$ cat src/rtl/uart_rx16_if.sv
// Receive-side bundle of the 16x-oversampled UART: the line and baud tick in,
// the received byte, its strobe and the status flags out.
interface uart_rx16_if;
    logic       enable;
    logic       ser_in;
    logic [7:0] dout_byte;
    logic       dout_rdy;
    logic       frame_err;
    logic       rx_busy;

    // master drives the line and the baud tick; slave is the receiver
    modport master (
        output enable,
        output ser_in,
        input  dout_byte,
        input  dout_rdy,
        input  frame_err,
        input  rx_busy
    );

    modport slave (
        input  enable,
        input  ser_in,
        output dout_byte,
        output dout_rdy,
        output frame_err,
        output rx_busy
    );
endinterface

$ cat src/rtl/uart_rx16.sv
// 8N1 UART receiver with 16x oversampling: start bit validated mid-bit,
// data and stop bits sampled one full bit period apart from there.
module uart_rx16 #(
    parameter int unsigned MID_SAMPLE = 7
) (
    input  logic         clk,
    input  logic         rst_din_rdy,
    uart_rx16_if.slave   rx
);
    localparam logic [3:0] MID_SC = 4'(MID_SAMPLE);

    typedef enum logic [2:0] {
        IDLE      = 3'd0,
        START     = 3'd1,
        DATA      = 3'd2,
        STOP      = 3'd3,
        WAIT_HIGH = 3'd4
    } state_t;

    state_t     state_q;
    logic [3:0] sc_q;
    logic [2:0] bc_q;
    logic [7:0] shift_q;
    logic [7:0] dout_byte_q;
    logic       dout_rdy_q;
    logic       frame_err_q;
    logic       sync1_q;
    logic       rx_s_q;

    // Two-flop synchronizer; reset to the idle (high) line level
    always_ff @(posedge clk or posedge rst_din_rdy) begin
        if (rst_din_rdy) begin
            sync1_q <= 1'b1;
            rx_s_q  <= 1'b1;
        end else begin
            sync1_q <= rx.ser_in;
            rx_s_q  <= sync1_q;
        end
    end

    always_ff @(posedge clk or posedge rst_din_rdy) begin
        if (rst_din_rdy) begin
            state_q     <= IDLE;
            sc_q        <= 4'd0;
            bc_q        <= 3'd0;
            shift_q     <= 8'h00;
            dout_byte_q <= 8'h00;
            dout_rdy_q  <= 1'b0;
            frame_err_q <= 1'b0;
        end else begin
            dout_rdy_q <= 1'b0;
            unique case (state_q)
                IDLE: begin
                    if (!rx_s_q) begin
                        state_q <= START;
                        sc_q    <= 4'd0;
                        bc_q    <= 3'd0;
                    end
                end
                START: begin
                    if (rx.enable) begin
                        if (sc_q == MID_SC) begin
                            sc_q    <= 4'd0;
                            state_q <= rx_s_q ? IDLE : DATA;
                        end else begin
                            sc_q <= sc_q + 4'd1;
                        end
                    end
                end
                DATA: begin
                    if (rx.enable) begin
                        sc_q <= sc_q + 4'd1;
                        if (sc_q == 4'd15) begin
                            shift_q <= {rx_s_q, shift_q[7:1]};
                            bc_q    <= bc_q + 3'd1;
                            if (bc_q == 3'd7) begin
                                state_q <= STOP;
                            end
                        end
                    end
                end
                STOP: begin
                    if (rx.enable) begin
                        sc_q <= sc_q + 4'd1;
                        if (sc_q == 4'd15) begin
                            if (rx_s_q) begin
                                dout_byte_q <= shift_q;
                                dout_rdy_q  <= 1'b1;
                                frame_err_q <= 1'b0;
                                state_q     <= IDLE;
                            end else begin
                                frame_err_q <= 1'b1;
                                state_q     <= WAIT_HIGH;
                            end
                        end
                    end
                end
                WAIT_HIGH: begin
                    // a held-low (break) line must not look like a new start bit
                    if (rx_s_q) begin
                        state_q <= IDLE;
                    end
                end
                default: begin
                    state_q <= IDLE;
                end
            endcase
        end
    end

    assign rx.dout_byte = dout_byte_q;
    assign rx.dout_rdy  = dout_rdy_q;
    assign rx.frame_err = frame_err_q;
    assign rx.rx_busy   = (state_q != IDLE);

endmodule

$ cat src/flat_wrapper.sv
// flat-port wrapper written by rule: the top's interface ports become plain ports
module uart_rx16_flat 
#(
    parameter int unsigned MID_SAMPLE = 7
)
  (clk, rst_din_rdy, rx_enable, rx_ser_in, rx_dout_byte, rx_dout_rdy, rx_frame_err, rx_rx_busy);
  uart_rx16_if rx_i ();
  input  logic clk;
  input  logic rst_din_rdy;
  input wire logic [$bits(rx_i.enable)-1:0] rx_enable;
  input wire logic [$bits(rx_i.ser_in)-1:0] rx_ser_in;
  output wire logic [$bits(rx_i.dout_byte)-1:0] rx_dout_byte;
  output wire logic [$bits(rx_i.dout_rdy)-1:0] rx_dout_rdy;
  output wire logic [$bits(rx_i.frame_err)-1:0] rx_frame_err;
  output wire logic [$bits(rx_i.rx_busy)-1:0] rx_rx_busy;
  assign rx_i.enable = rx_enable;
  assign rx_i.ser_in = rx_ser_in;
  assign rx_dout_byte = rx_i.dout_byte;
  assign rx_dout_rdy = rx_i.dout_rdy;
  assign rx_frame_err = rx_i.frame_err;
  assign rx_rx_busy = rx_i.rx_busy;
  uart_rx16 #(.MID_SAMPLE(MID_SAMPLE)) u_core (.clk(clk), .rst_din_rdy(rst_din_rdy), .rx(rx_i));
endmodule
$ cat config.mk
export PLATFORM = sky130hd
export DESIGN_NAME = uart_rx16_flat
export DESIGN_NICKNAME = d
export VERILOG_FILES = /design/src/rtl/uart_rx16_if.sv /design/src/rtl/uart_rx16.sv /design/src/flat_wrapper.sv
export SDC_FILE = /design/constraint.sdc
export NUM_CORES = 1
export LEC_CHECK = 0
export CORE_MARGIN = 2
export CORE_UTILIZATION = 58
export CTS_BUF_LIST = sky130_fd_sc_hd__clkbuf_2 sky130_fd_sc_hd__clkbuf_4 sky130_fd_sc_hd__clkbuf_8
export DETAILED_ROUTE_END_ITERATION = 8
export DONT_BUFFER_PORTS = 1
export GPL_TIMING_DRIVEN = 0
export PLACE_DENSITY = 0.82
export SYNTH_ARGS = -nofsm -noshare
export SYNTH_HDL_FRONTEND = slang
export SYNTH_SLANG_ARGS = --single-unit
$ cat constraint.sdc
create_clock -name clk -period 1.6 [get_ports clk]
set_input_delay 0.24 -clock clk [delete_from_list [all_inputs] [get_ports clk]]
set_output_delay 0.24 -clock clk [all_outputs]
set_load 0.1 [all_outputs]
=== Word level (Yosys, flattened, before mapping) ===
Cells that the tools add are included.

* Bits in registers: 30
* Bits in latches: 0
* Bits in writable memories: 0
* Bits in read-only memories: 0
* Bits of input ports: 4
* Output and inout bits: 11
* Logic and storage cells: 65
* Memories: 0

* Add/sub/neg operators: 2
* Multipliers: 0
* Divide/modulo/power cells: 0
* Order comparisons: 0
* Equality and inequality tests: 17
* Shift-type cells: 0
* Mux-type cells: 26
* Bitwise gates (word level): 0
* Reductions and logical operators: 11

{| class="wikitable"
|+ Operators with widths
! cell !! count
|-
| 2-to-1 mux 3 bit || 13
|-
| 2-to-1 mux 4 bit || 4
|-
| case mux 3 bit (5 select lines) || 1
|-
| != test 2 x 1 -> 1 bit, second input constant || 6
|-
| case mux 4 bit (3 select lines) || 1
|-
| AND reduction 4 bit || 3
|-
| AND reduction 9 bit || 1
|-
| != test 2 bit, second input constant || 4
|-
| == test 3 x 2 -> 1 bit, second input constant || 2
|-
| == test 3 bit, second input constant || 2
|-
| case mux 3 bit (2 select lines) || 1
|-
| AND reduction 3 bit || 2
|-
| nonzero test 3 bit || 2
|-
| 2-to-1 mux 1 bit || 5
|-
| adder 4 x 1 -> 4 bit, second input constant || 1
|-
| == test 4 x 3 -> 1 bit, second input constant || 1
|-
| == test 4 bit, second input constant || 1
|-
| adder 3 x 1 -> 3 bit, second input constant || 1
|-
| == test 3 x 1 -> 1 bit, second input constant || 1
|-
| logical NOT 3 bit || 1
|-
| 2-to-1 mux 2 bit || 1
|-
| nonzero test 2 bit || 1
|-
| OR reduction 2 bit || 1
|}

=== Logic depth before layout (Yosys ltp) ===
* Depth after elaboration: 5
* Gate-level depth with buffers: 5
* Gate-level depth less buffers: 4

=== Least setup slack after synthesis ===
OpenSTA, ideal clock, no wires.

* Kind: flip-flop to flip-flop
* From: register u_core.sc_q[0]
* To: register u_core.dout_byte_q[0], in the netlist u_core.rx.dout_byte[0]
* Setup time: 125 ps
* Arrival time: 1463 ps
* Data required time: 1475 ps
* Setup slack: 12 ps
* Cell stages (with the launch flop): 5
* Buffers on the path: 0
* Period minus slack after synthesis: 1588 ps
* Cells stage by stage: dfrtp_1 ha_1 nand4_4 nor3_4 mux2_2

* Longest elaborated chain between the ends: 2

{| class="wikitable"
|+ Ends and longest elaborated chain
! element !! line !! text
|-
| start, declared || uart_rx16.sv:21 || <nowiki>logic [3:0] sc_q;</nowiki>
|-
| start signal, assigned || uart_rx16.sv:66 || <nowiki>sc_q <= sc_q + 4'd1;</nowiki>
|-
| start signal, assigned || uart_rx16.sv:72 || <nowiki>sc_q <= sc_q + 4'd1;</nowiki>
|-
| start signal, assigned || uart_rx16.sv:84 || <nowiki>sc_q <= sc_q + 4'd1;</nowiki>
|-
| == test 4 bit || uart_rx16.sv:85 || <nowiki>if (sc_q == 4'd15) begin</nowiki>
|-
| AND reduction 4 bit (no source line) || n/a ||
|-
| end signal, assigned || uart_rx16.sv:87 || <nowiki>dout_byte_q <= shift_q;</nowiki>
|-
| end, declared || uart_rx16.sv:24 || <nowiki>logic [7:0] dout_byte_q;</nowiki>
|}

Every way passes these cells.
A chain may end at the register's enable or synchronous reset.

=== Worst setup path after layout ===
* From: register u_core.state_q[1]
* To: output rx_rx_busy

* Longest elaborated chain between the ends: 1

{| class="wikitable"
|+ Ends and longest elaborated chain
! element !! line !! text
|-
| start, declared || uart_rx16.sv:20 || <nowiki>state_t state_q;</nowiki>
|-
| start signal, assigned || uart_rx16.sv:64 || <nowiki>state_q <= rx_s_q ? IDLE : DATA;</nowiki>
|-
| nonzero test 3 bit || uart_rx16.sv:114 || <nowiki>assign rx.rx_busy = (state_q != IDLE);</nowiki>
|-
| end, declared || flat_wrapper.sv:15 || <nowiki>output wire logic [$bits(rx_i.rx_busy)-1:0] rx_rx_busy;</nowiki>
|}

Every way passes these cells.

==> run metrics <==
Nets=about 130; master cell of the clock root buffer=sky130_fd_sc_hd__clkbuf_4; Tightest Pin Transition=1.096 ns; height of the die=52.34 µm; via count of the first global-routing pass=approximately 880; remaining global-route overflow=0; warnings from Yosys=0; Synth Register Bits=30; Cell Count, Final, Fillers Out=155; I/O pin count=15; worst ir drop on vdd=0.7657 mV; starting density of the core=0.6126; die width=52.34 µm; most used standard cell by instance count after synthesis=sky130_fd_sc_hd__dfrtp_1; Final Hold Violating Endpoints=0; required time reported for the critical path endpoint=1.36 ns; routed wire length per instance=15.86 µm; unrepaired setup endpoints after global routing=yes; number of vias per cell=approximately 5.8; routability congestion estimate from global placement=0.7846; initial drt markers=8; # setup viols final=1; Worst Setup Start Kind=flip-flop; number of clock sinks seen by CTS=30; EDFF count, synth=0; row count=17; Achievable Freq=around 0.61 GHz; top fanout value on the critical path=2; ys flop type=sky130_fd_sc_hd__dfrtp_1; Core ar.=approximately 2200 µm²; Post-Synthesis Cells=~110; DRT Pass-1 Iters=4; count of input and output buffers=0; share of flip-flops with an asynchronous set or reset=1.000; worst hold slack after final layout=0.06720 ns; fraction of post-synthesis cell area in the top cell type by area=0.5171; ranking of synthesized cells by area=sky130_fd_sc_hd__dfrtp_1 52%, sky130_fd_sc_hd__mux2_2 13%, sky130_fd_sc_hd__dfstp_2 3.9%; static power due to leakage=0.7940 nW; post-route worst setup slack=-0.03319 ns; clock buffer depth=2; final antenna-violating net count=0; Diodes inserted=0; top cells by count, synth=28 x sky130_fd_sc_hd__dfrtp_1, 16 x sky130_fd_sc_hd__mux2_2, 8 x sky130_fd_sc_hd__inv_1, 8 x sky130_fd_sc_hd__nor2_1, 5 x sky130_fd_sc_hd__nand2_1; total global routing track utilization=0.2132; status=finished, violations left; syn avg cell area=12.66 µm²; clock latency on the worst-skew pair=0.33 ns; fin crit period=around 1.6 ns; P per Cell Area=1260 nW/µm²; Crit-path slowest cell=sky130_fd_sc_hd__or3_4; area of the die=2739 µm²; violations in the final reports=negative setup slack; TritonCTS clock tree=yes; Setup crit end kind=output port; worst max-slew margin expressed relative to the limit=0.2688; library cells used by synthesis=39; count of H-tree levels built during CTS=2; wire length of the first global-routing pass=4077 µm; total detailed-routing wirelength=2459 µm; Critical Path, Cell by Cell=buf_6, or3_4; clock buffer count from CTS=5; Area Growth Syn to Fin=21.61%; type of the most critical hold path=primary input to asynchronous set/reset pin; final setup skew=~0.009 ns; Critical Path AT=1.39 ns; proportion of synthesized chip area in sequential cells=0.5559; synthesized area=1355 µm²; largest incremental delay on the critical path=between 0.5 and 0.6 ns; clock-pin transition on the worst setup and hold timing paths=0.10 ns; layout cells sized above 1=0.4016; net count after synthesis=114; Pins Over Slew Limit=0; total via count after detailed routing=905; start-to-end type of the worst setup path=flip-flop to output port; cell type with the highest aggregate area in the netlist=sky130_fd_sc_hd__dfrtp_1; largest net degree at the start of global routing=31; final critical-path share of the clock period=1.021; fillers=140; Max Cap Violations=0; Final HPWL DP=1542 µm; number of placed instances, taps included=135; number of antenna violations at the first check in global routing=0; post-detailed-route DRC marker count=0
layout make-up:
cell class	count	area (µm²)	area share
multi-input cells	66	620.6	0.3766
well taps	28	35.03	0.02126
repair buffers	12	108.9	0.06606
clock buffers	6	51.30	0.03113
plain buffers	3	36.28	0.02202
clock inverters	2	12.51	0.007593
inverters	8	30.03	0.01822
flip-flops and latches	30	753.2	0.4571
cell families (layout without fill, tap and decap cells):
| group | Yosys count | after routing | share of synthesized area |
|---|---|---|---|
| XOR/XNOR | 1 | 1 | 0.006465 |
| buffers and inverters | 11 | 31 | 0.03693 |
| multiplexers | 19 | 19 | 0.1551 |
| AND/OR/NAND/NOR | 29 | 29 | 0.1441 |
| adder cells (fa/ha/maj) | 3 | 3 | 0.02770 |
| AO/OA/AOI/OAI | 14 | 14 | 0.07388 |
| flip-flops | 30 | 30 | 0.5559 |
layer usage:
layer | track usage | vias to the layer above | wire (µm)
li1 | - | 422 | -
met1 | 0.2655 | 464 | 1104
met2 | 0.3313 | 13 | 1216
met3 | 0.07714 | 6 | 87
met4 | 0.09402 | 0 | 51
met5 | 0 | - | 0
state kept, by name, indices dropped and copies added (netlist names):
name                 count
u_core.bc_q              3
u_core.rx.dout_byte      8
u_core.rx.dout_rdy       1
u_core.rx.frame_err      1
u_core.rx_s_q            1
u_core.sc_q              4
u_core.shift_q           8
u_core.state_q           3
u_core.sync1_q           1
what timing repair did:
| item | CTS | global route |
|---|---|---|
| endpoints found under the hold margin | 1 | 0 |
| buffers inserted | 8 | 3 |
| pin swaps | 2 | 3 |
| hold buffers | 1 | 0 |
| gates resized for setup | 8 | 14 |
| setup endpoints to repair | 16 | 23 |
critical path, delay by kind of cell, from the launching register on:
| kind | cells | cell delay (ns) |
|---|---|---|
| simple gates | 1 | 0.53 |
| buf+inv | 1 | 0.12 |
| flops | 1 | 0.41 |
metrics by stage:
stage / util / setup WS, ns / instance area (µm²) / setup TNS (ns) / total power, W
after floorplan: - / 0.01178 / 1355 / 0 / 0.001349
after global placement: 0.6284 / -0.1487 / 1390 / -1.567 / 0.001408
after detailed placement: 0.6284 / -0.2384 / 1390 / -2.266 / 0.001436
after CTS: 0.7081 / -0.03221 / 1567 / -0.03221 / 0.002016
after global routing: 0.7449 / -0.06813 / 1648 / -0.1966 / 0.002220
final: 0.7449 / -0.03319 / 1648 / -0.03319 / 0.002075
cells in the final DEF (no fill, tap or decap), types with 2 or more instances in the layout:
master                     netlist  layout
sky130_fd_sc_hd__dfrtp_1        28      28
sky130_fd_sc_hd__buf_4           0       9
sky130_fd_sc_hd__mux2_4          0       8
sky130_fd_sc_hd__mux2_2         16       8
sky130_fd_sc_hd__inv_1           8       8
sky130_fd_sc_hd__nor2_1          8       7
sky130_fd_sc_hd__nand2_1         5       5
sky130_fd_sc_hd__clkbuf_4        0       5
sky130_fd_sc_hd__buf_6           1       3
sky130_fd_sc_hd__mux2i_1         3       3
sky130_fd_sc_hd__clkbuf_8        0       2
sky130_fd_sc_hd__a21oi_2         0       2
sky130_fd_sc_hd__a21oi_1         4       2
sky130_fd_sc_hd__ha_1            3       2
sky130_fd_sc_hd__dfstp_2         2       2
report_power, final:
group,internal (W),switching (W)
sequential,0.000856,0.000145
clock,0.000211,0.000264
combinational,0.000304,0.000296
worst paths after layout:
path	from	end	slack, ns	cells after the start
setup / recovery	u_core.state_q[1]	rx_rx_busy	-0.03	2
hold / removal	rst_din_rdy	u_core.state_q[0]	0.07	1
setup reg to reg	u_core.state_q[1]	u_core.rx.dout_byte[4]	0.04	5
hold reg to reg	u_core.sync1_q	u_core.rx_s_q	0.36	0
max in group asynchronous	rst_din_rdy	u_core.sc_q[0]	0.87	1
min in group clk	rx_enable	u_core.bc_q[0]	0.15	2
Power figures use the tool's default switching activity.
